===== src/rtl/pc_sequencer_if.sv =====
// Bus between the PC sequencer and its decode/step logic.
// The sequencer takes the slave modport; decode and the bench drive the master.
interface pc_sequencer_if #(
  parameter int WIDTH = 32
);
  logic             advance;
  logic             stall;
  logic             branch;
  logic             zero;
  logic             jump;
  logic             eret;
  logic [15:0]      branch_offset;
  logic [25:0]      jump_index;
  logic             interrupt;
  logic [WIDTH-1:0] pc;
  logic [WIDTH-1:0] pc_next_seq;
  logic [WIDTH-1:0] epc;
  logic             in_isr;
  logic             int_pending;
  logic             int_ack;

  modport master (
    output advance, stall, branch, zero, jump, eret, branch_offset, jump_index, interrupt,
    input  pc, pc_next_seq, epc, in_isr, int_pending, int_ack
  );

  modport slave (
    input  advance, stall, branch, zero, jump, eret, branch_offset, jump_index, interrupt,
    output pc, pc_next_seq, epc, in_isr, int_pending, int_ack
  );
endinterface


===== src/rtl/pc_sequencer.sv =====
// Program-counter sequencer: next-PC select, step/stall gating and a single-level
// vectored interrupt with saved return address.
//
// state  | meaning
// ST_RUN | normal flow; a pending request is taken on the next update
// ST_ISR | servicing an interrupt; eret returns to epc, new requests wait
module pc_sequencer #(
  parameter int               WIDTH        = 32,
  parameter bit               BYTE_ADDR    = 1'b0,
  parameter logic [WIDTH-1:0] RESET_VECTOR = '0,
  parameter logic [WIDTH-1:0] INT_VECTOR   = WIDTH'('h80)
) (
  input logic           clock,
  input logic           reset,
  pc_sequencer_if.slave bus
);

  localparam int               SH  = BYTE_ADDR ? 2 : 0;
  localparam logic [WIDTH-1:0] INC = BYTE_ADDR ? WIDTH'(4) : WIDTH'(1);
  // Bits of the sequential PC that a jump keeps (the region above the index field).
  localparam logic [WIDTH-1:0] JMP_KEEP = ~((WIDTH'(1) << (26 + SH)) - WIDTH'(1));

  typedef enum logic {ST_RUN, ST_ISR} state_t;

  state_t           state_q, state_d;
  logic [WIDTH-1:0] pc_q, pc_d;
  logic [WIDTH-1:0] epc_q, epc_d;
  logic             pend_q, pend_d;
  logic             ack_q;
  logic [2:0]       sync_q;
  logic             rise;
  logic             adv;
  logic             take_int;
  logic [WIDTH-1:0] seq_pc;
  logic [WIDTH-1:0] off_ext;
  logic [WIDTH-1:0] branch_tgt;
  logic [WIDTH-1:0] jump_tgt;
  logic [WIDTH-1:0] flow_next;

  assign adv        = bus.advance & ~bus.stall;
  assign rise       = sync_q[1] & ~sync_q[2];
  assign seq_pc     = pc_q + INC;
  assign off_ext    = {{(WIDTH-16){bus.branch_offset[15]}}, bus.branch_offset};
  assign branch_tgt = seq_pc + (off_ext << SH);
  assign jump_tgt   = (seq_pc & JMP_KEEP) | (WIDTH'(bus.jump_index) << SH);

  // Address this instruction produces when no interrupt or return intervenes.
  assign flow_next = bus.jump                ? jump_tgt   :
                     (bus.branch & bus.zero) ? branch_tgt : seq_pc;

  always_ff @(posedge clock or negedge reset) begin
    if (!reset) begin
      state_q <= ST_RUN;
      pc_q    <= RESET_VECTOR;
      epc_q   <= '0;
      pend_q  <= 1'b0;
      ack_q   <= 1'b0;
      sync_q  <= '0;
    end else begin
      state_q <= state_d;
      pc_q    <= pc_d;
      epc_q   <= epc_d;
      pend_q  <= pend_d;
      ack_q   <= take_int;
      sync_q  <= {sync_q[1:0], bus.interrupt};
    end
  end

  always_comb begin
    state_d  = state_q;
    pc_d     = pc_q;
    epc_d    = epc_q;
    take_int = 1'b0;
    if (adv) begin
      unique case (state_q)
        ST_RUN: begin
          if (pend_q) begin
            take_int = 1'b1;
            pc_d     = INT_VECTOR;
            epc_d    = flow_next;
            state_d  = ST_ISR;
          end else begin
            pc_d = flow_next;
          end
        end
        ST_ISR: begin
          if (bus.eret) begin
            pc_d    = epc_q;
            state_d = ST_RUN;
          end else begin
            pc_d = flow_next;
          end
        end
      endcase
    end
    // A fresh edge arriving on the entry cycle must survive the clear.
    pend_d = rise | (pend_q & ~take_int);
  end

  assign bus.pc          = pc_q;
  assign bus.pc_next_seq = seq_pc;
  assign bus.epc         = epc_q;
  assign bus.in_isr      = (state_q == ST_ISR);
  assign bus.int_pending = pend_q;
  assign bus.int_ack     = ack_q;

endmodule


===== src/flat_wrapper.sv =====
// flat-port wrapper written by rule: the top's interface ports become plain ports
module pc_sequencer_flat 
#(
  parameter int               WIDTH        = 32,
  parameter bit               BYTE_ADDR    = 1'b0,
  parameter logic [WIDTH-1:0] RESET_VECTOR = '0,
  parameter logic [WIDTH-1:0] INT_VECTOR   = WIDTH'('h80)
)
  (clock, reset, bus_advance, bus_stall, bus_branch, bus_zero, bus_jump, bus_eret, bus_branch_offset, bus_jump_index, bus_interrupt, bus_pc, bus_pc_next_seq, bus_epc, bus_in_isr, bus_int_pending, bus_int_ack);
  pc_sequencer_if #(.WIDTH(WIDTH)) bus_i ();
  input logic clock;
  input logic reset;
  input wire logic [$bits(bus_i.advance)-1:0] bus_advance;
  input wire logic [$bits(bus_i.stall)-1:0] bus_stall;
  input wire logic [$bits(bus_i.branch)-1:0] bus_branch;
  input wire logic [$bits(bus_i.zero)-1:0] bus_zero;
  input wire logic [$bits(bus_i.jump)-1:0] bus_jump;
  input wire logic [$bits(bus_i.eret)-1:0] bus_eret;
  input wire logic [$bits(bus_i.branch_offset)-1:0] bus_branch_offset;
  input wire logic [$bits(bus_i.jump_index)-1:0] bus_jump_index;
  input wire logic [$bits(bus_i.interrupt)-1:0] bus_interrupt;
  output wire logic [$bits(bus_i.pc)-1:0] bus_pc;
  output wire logic [$bits(bus_i.pc_next_seq)-1:0] bus_pc_next_seq;
  output wire logic [$bits(bus_i.epc)-1:0] bus_epc;
  output wire logic [$bits(bus_i.in_isr)-1:0] bus_in_isr;
  output wire logic [$bits(bus_i.int_pending)-1:0] bus_int_pending;
  output wire logic [$bits(bus_i.int_ack)-1:0] bus_int_ack;
  assign bus_i.advance = bus_advance;
  assign bus_i.stall = bus_stall;
  assign bus_i.branch = bus_branch;
  assign bus_i.zero = bus_zero;
  assign bus_i.jump = bus_jump;
  assign bus_i.eret = bus_eret;
  assign bus_i.branch_offset = bus_branch_offset;
  assign bus_i.jump_index = bus_jump_index;
  assign bus_i.interrupt = bus_interrupt;
  assign bus_pc = bus_i.pc;
  assign bus_pc_next_seq = bus_i.pc_next_seq;
  assign bus_epc = bus_i.epc;
  assign bus_in_isr = bus_i.in_isr;
  assign bus_int_pending = bus_i.int_pending;
  assign bus_int_ack = bus_i.int_ack;
  pc_sequencer #(.WIDTH(WIDTH), .BYTE_ADDR(BYTE_ADDR), .RESET_VECTOR(RESET_VECTOR), .INT_VECTOR(INT_VECTOR)) u_core (.clock(clock), .reset(reset), .bus(bus_i));
endmodule

===== config.mk =====
export PLATFORM = sky130hd
export DESIGN_NAME = pc_sequencer_flat
export DESIGN_NICKNAME = d
export VERILOG_FILES = /design/src/rtl/pc_sequencer_if.sv /design/src/rtl/pc_sequencer.sv /design/src/flat_wrapper.sv
export SDC_FILE = /design/constraint.sdc
export NUM_CORES = 1
export LEC_CHECK = 0
export CAP_MARGIN = 40
export CORE_MARGIN = 4
export CORE_UTILIZATION = 51
export DETAILED_ROUTE_END_ITERATION = 16
export GPL_ROUTABILITY_DRIVEN = 0
export HOLD_SLACK_MARGIN = 0.1
export PLACE_DENSITY = 0.83
export SYNTH_ARGS = -nofsm -noshare
export SYNTH_HDL_FRONTEND = slang
export SYNTH_SLANG_ARGS = --single-unit

===== constraint.sdc =====
create_clock -name clock -period 4.75 [get_ports clock]
set_clock_uncertainty 0.1 [all_clocks]
set_input_delay 1.425 -clock clock [delete_from_list [all_inputs] [get_ports clock]]
set_output_delay 1.425 -clock clock [all_outputs]
set_load 0.005 [all_outputs]

==> Word level (Yosys, flattened, before mapping) <==
Index checks and enable logic that the tools add are counted.
{ "totals": {"wordCells": 29, "register_bits": 70} }
{ "op_classes": {"n_bitwise": 10, "addsub": 2, "n_reduce_logical": 1, "muxes": 10} }
{ "ops": {"columns": ["cell", "n"], "rows": [
  ["two-way mux 32 bit", 4],
  ["case mux 32 bit (2 select lines)", 1],
  ["adder 32 x 1 -> 32 bit (second input constant)", 1],
  ["adder 32 bit", 1],
  ["bitwise OR 32 x 26 -> 32 bit", 1],
  ["AND 1 bit", 4],
  ["two-way mux 1 bit", 4],
  ["NOT 1 bit", 4],
  ["AND reduction 3 bit", 1],
  ["case mux 1 bit (2 select lines)", 1],
  ["bitwise OR 1 bit", 1]
]} }

==> Depth between registers and ports, before layout <==
{ "depth": {"word_depth": 6, "ltp_mapped": 17, "mapped_depth_nobuf": 17} }

==> Worst setup path after synthesis <==
OpenSTA, ideal clock, no wires.
{ "synth_timing": {"path_kind": "input -> register", "from": "in bus_branch_offset[0]", "to": "reg u_core.pc_q[24], in the netlist u_core.bus.pc[24]", "cell_stages": 12, "arrival_ns": 3.766, "required_ns": 4.576, "n_path_buf": 0, "setup_slack_ns": 0.810, "cell_sequence": "ha_1 -> inv_1 -> fa_1 -> and2b_1 -> o211ai_1 -> a31oi_2 -> o211ai_2 -> a211o_1 -> a211oi_2 -> nor4_1 -> or3_4 -> o21ai_2"} }
{ "synth_via": {"elab_chain_len": 5} }
{ "synth_rtl": {"columns": ["element", "line_no", "source"], "rows": [
  ["from (decl)", "flat_wrapper.sv:19", "input wire logic [$bits(bus_i.branch_offset)-1:0] bus_branch_offset;"],
  ["adder 32 bit *", "pc_sequencer.sv:44", "assign branch_tgt = seq_pc + (off_ext << SH);"],
  ["two-way mux 32 bit *", "pc_sequencer.sv:49", "(bus.branch & bus.zero) ? branch_tgt : seq_pc;"],
  ["two-way mux 32 bit *", "pc_sequencer.sv:48", "assign flow_next = bus.jump ? jump_tgt :"],
  ["two-way mux 32 bit, on equally long branches", "pc_sequencer.sv:87, pc_sequencer.sv:77", null],
  ["case mux 32 bit (2 select lines) *", "pc_sequencer.sv:75", "unique case (state_q)"],
  ["to (signal assigned)", "pc_sequencer.sv:61", "pc_q <= pc_d;"],
  ["to (decl)", "pc_sequencer.sv:26", "logic [WIDTH-1:0] pc_q, pc_d;"]
]} }
Every way passes the cells marked *; elsewhere a longest branch is shown, timed or not.
A chain may end at the register's enable or synchronous reset.

==> Worst setup path after layout <==
{ "layout_timing": {"from": "reg u_core.pc_q[5], in the netlist u_core.bus.pc[5]", "to": "out bus_pc_next_seq[25]"} }
{ "layout_via": {"elab_chain_len": 1} }
{ "layout_rtl": {"columns": ["element", "line_no", "source"], "rows": [
  ["adder 32 x 1 -> 32 bit", "pc_sequencer.sv:42", "assign seq_pc = pc_q + INC;"],
  ["to (decl)", "flat_wrapper.sv:23", "output wire logic [$bits(bus_i.pc_next_seq)-1:0] bus_pc_next_seq;"]
]} }
No other way between the ends.

==> results.md <==
- The post-detailed-route wirelength per cell is ~21 um.
- The clock-pin slew on the worst setup and hold paths is about 0.060 ns.
- For this design the ratio of total power to cell area is just over 500 nW/um^2.
- The sequential area share after synthesis is between 20% and 30%.
- The total congestion overflow after global routing is 0.
- The worst setup timing slack at the placement stage is around 0.02 ns.
- Entering global routing, the biggest net connects 36 pins.
- After the first detailed-routing iteration, the DRC count stood at 785.
- After filler insertion, the fill cell instance count of the layout stands at approximately 860.
- The hold-fix buffer count after cts is 0.
- The CTS buffer count is 9.
- The setup fix buffers added after clock tree synthesis is 0.
- 150 I/O pins were placed.
- STA classifies the critical path startpoint as a flip-flop.
- The global routing met2 resource utilization is between 50% and 60%.
- The placement row count is 38.
- The chip width is 115 um.
- The number of buffer and inverter stages on the critical path is 1.
- The via count of the first global-routing pass is 6764.
- The capturing element type of the critical path is an output port.
- The die is approximately 120 um tall.
- Data on the critical path is required at its endpoint by 3.22 ns.
- After synthesis, the cell types taking the most area are dfrtp_1, ha_1, o21ai_0, nand2_1, a21oi_1.
- The floorplan die area is ~13000 um^2.
- Setup violations remaining at the end of the flow were counted as 0.
- In this run the tool buffered the top-level ports with 149 buffer cells.
- The later pin in the worst-skew pair is clocked with a latency of between 0.3 and 0.4 ns.
- The critical-path maximum fanout is 6.
- Summed over all failing endpoints, the final setup total negative slack is 0 ns.
- The transition time of the tightest slew-check pin is 0.893 ns.
- The post-route clock period utilization is 95.2%.
- The highest-delay cell along the critical path is clkdlybuf4s50_1.
- The synthesized area per cell is just under 8 um^2.
- The worst-case IR drop observed on VDD is 0.000291 V.
- The number of hold-slack violations in the final timing report is 0.
- The run finished with clean final reports.
- The family with the most delay on the worst path is simple AND/OR/NAND/NOR gates.
- For met1 alone, demand over resource in global routing was between 40 and 50%.
- For this run, asynchronously set or reset flops after synthesis account for between 90% and 100%.
- Setup repair after global routing left no endpoint under its margin.
- The initial utilization of the core area, before any placement, comes to a little over half.
- The worst path setup slack after routing is 0.226 ns.
- The detailed-route DRC error count is 0.
- The clock sink count is 70.
- Yosys mapped a number of flops with a built-in enable equal to 0.
- The first global-routing pass estimated between 30000 and 40000 um of wire.
- Dividing the detail-routed via count by the number of cells gives between 6 and 7.
- The number of storage elements in the synthesis netlist is 70.
- The count of maximum capacitance violations is 0.
- The root buffer cell is clkbuf_16.
- No sink is reached through more buffers than the 2 on the longest clock path.
- The global routing stage identified its most utilized layer as met2.
- The CTS tree is done.
- The core area is ~11000 um^2.
- In the final design database the tool counted roughly 1000 nets.
- The stage delay of the slowest cell on the critical path is ~0.60 ns.
- The initial antenna violation count was 0.
- The portion of synthesized cell area occupied by the leading cell type is 29.7%.
- Across every metal layer, demand over resource in global routing totals about 33%.
- The tightest min-delay check is of the reg2reg type.
- In this run the tightest slew margin relative to its limit is a little over 40%.
- Before antenna repair, the detailed router went through 5 iterations.
- The number of warnings issued by yosys is 0.
- The routed via count is 6721.
- The H-tree was split into 3 levels.
- Wires add up to roughly 22000 um.
- Based on the critical path, the design can be clocked at up to 0.221 GHz.
- The total count of max-transition violations in the final report was 0.
- For this design the static power due to leakage is approximately 3.4 nW.
- STA puts the critical path data arrival time at 3.00 ns.
- Synthesis handed over a netlist of 750 instances.
- The final critical delay including setup and external delays is between 4 and 5 ns.
- The post-synthesis net count is 840.
- The fraction of final layout cells sized beyond drive strength 1 is 7.30%.
- The number of different library cells used by synthesis comes to 66.
- The area growth from synthesis to layout is 34.2%.
- The repair_antennas step left the layout with diodes totalling 0.
- The met3 track demand over resource in global routing is about 6.3%.
- Detailed placement finished with a half-perimeter wire length of 16300 um.
- The largest area contributor in the netlist is dfrtp_1.
- The summed instance area of the synthesized netlist is 5890 um^2.
- Cells fill between 70% and 80% of the core in the end.
- The residual antenna-violating net count after detailed routing is 0.
- Traced cell by cell, the critical path runs through nand3_2 -> nor4_4 -> nand4_2 -> nor2_1 -> xor2_1 -> clkdlybuf4s50_1.
- The start-to-end type of the worst setup path is reg2out.
- The most frequently used flop master after synthesis is dfrtp_1.
## cell families (layout without fill, tap and decap cells)
kind of cell | after synthesis | count (layout) | share of synthesized area (%)
buf+inv | 58 | 212 | 3.74
fa+ha+maj | 39 | 39 | 8.41
xor+xnor | 51 | 51 | 7.59
flops | 70 | 70 | 29.7
compound gates | 264 | 264 | 28.1
simple gates | 258 | 258 | 20.6
mux | 10 | 10 | 1.74
## synth_stat cells, types with 4 or more instances
library cell and number:
o21ai_0 91, nand2_1 108, o21bai_1 4, a21o_1 13, o22ai_1 8, a21boi_0 4
nand4_1 11, a221oi_1 5, inv_1 21, clkbuf_1 33, and2_1 8, and3_1 10
mux2i_1 8, a22oi_1 14, o211ai_1 11, nor2b_1 4, a21oi_1 61, xnor2_1 27
o21a_1 4, dfrtp_1 70, or3_1 4, xor2_1 24, nand3_1 21, a211oi_1 7
ha_1 38, nor2_1 56, a31oi_1 7, nor3_1 11, nand2b_1 9
## through the flow
stage | instances | cell area (um^2) | hold slack [ns] | power (W)
6_report | 1044 | 7900 | 0.249 | 0.00402
4_1_cts | 1044 | 7890 | 0.249 | 0.00398
5_1_grt | 1044 | 7900 | 0.260 | 0.00428
2_1_floorplan | 750 | 5890 | 0.231 | 0.00222
3_3_place_gp | 1028 | 7610 | 0.233 | 0.00323
3_5_place_dp | 1028 | 7610 | 0.235 | 0.00330
## power by group
| group | internal [W] | switching [W] |
|---|---|---|
| Sequential | 0.000812 | 0.000274 |
| Clock | 0.000371 | 0.000291 |
| Combinational | 0.00114 | 0.00113 |
| Total | 0.00232 | 0.00170 |
## metal layers
metal  up-vias  routed length, um
li1       3026                  -
met3        98               2400
met1      3138               8510
met4         0               1080
met5         -                  0
met2       459               9770
## path summary, 6_finish.rpt
path,to,from,cells past startpoint,slack [ns]
setup reg to reg,u_core.bus.pc[15]$_DFFE_PN0P_,u_core.bus.pc[0]$_DFFE_PN0P_,17,0.35
min in group asynchronous,u_core.sync_q[0]$_DFF_PN0_,reset,1,0.98
max in group asynchronous,u_core.bus.epc[12]$_DFFE_PN0P_,reset,2,2.75
setup / recovery,bus_pc_next_seq[25],u_core.bus.pc[5]$_DFFE_PN0P_,6,0.23
hold reg to reg,u_core.sync_q[1]$_DFF_PN0_,u_core.sync_q[0]$_DFF_PN0_,0,0.25
hold / removal,u_core.sync_q[1]$_DFF_PN0_,u_core.sync_q[0]$_DFF_PN0_,0,0.25
## final cells by class
class | instances | area (um^2) | area share [%]
clock buffers | 10 | 239 | 3.02
clock inverters | 6 | 46.3 | 0.586
inverters | 21 | 78.8 | 0.997
multi-input cells | 622 | 3930 | 49.7
flip-flops and latches | 70 | 1750 | 22.2
well taps | 140 | 175 | 2.22
repair buffers | 175 | 1680 | 21.3
## worst register-to-register path: cells and delay by family, from the launching register on
family	cells	cell delay, ns
AO/OA/AOI/OAI	6	1.61
AND/OR/NAND/NOR	5	0.89
adder cells (fa/ha/maj)	2	0.65
flip-flops	1	0.46
XOR/XNOR	2	0.32
buffers and inverters	2	0.28
## layout by cell type (no fill, tap or decap), types with 13 or more instances in the layout
| cell | instances |
|---|---|
| clkdlybuf4s50_1 | 148 |
| nand2_1 | 107 |
| o21ai_0 | 91 |
| dfrtp_1 | 70 |
| a21oi_1 | 61 |
| nor2_1 | 55 |
| ha_1 | 38 |
| xnor2_1 | 27 |
| buf_4 | 26 |
| xor2_1 | 24 |
| inv_1 | 21 |
| nand3_1 | 21 |
| a22oi_1 | 14 |
| a21o_1 | 13 |
## timing repair
action,CTS,global route
gates resized for setup,0,2
endpoints found under the setup margin,0,2
hold endpoints to repair,0,0
## sequential cells by signal, summed over array words and instances, names as in the netlist
name / cells
u_core.bus.pc: 32
u_core.bus.int_ack: 1
u_core.bus.in_isr: 1
u_core.bus.int_pending: 1
u_core.sync_q: 3
u_core.bus.epc: 32
Note: power is estimated with default switching activity, not from simulation.
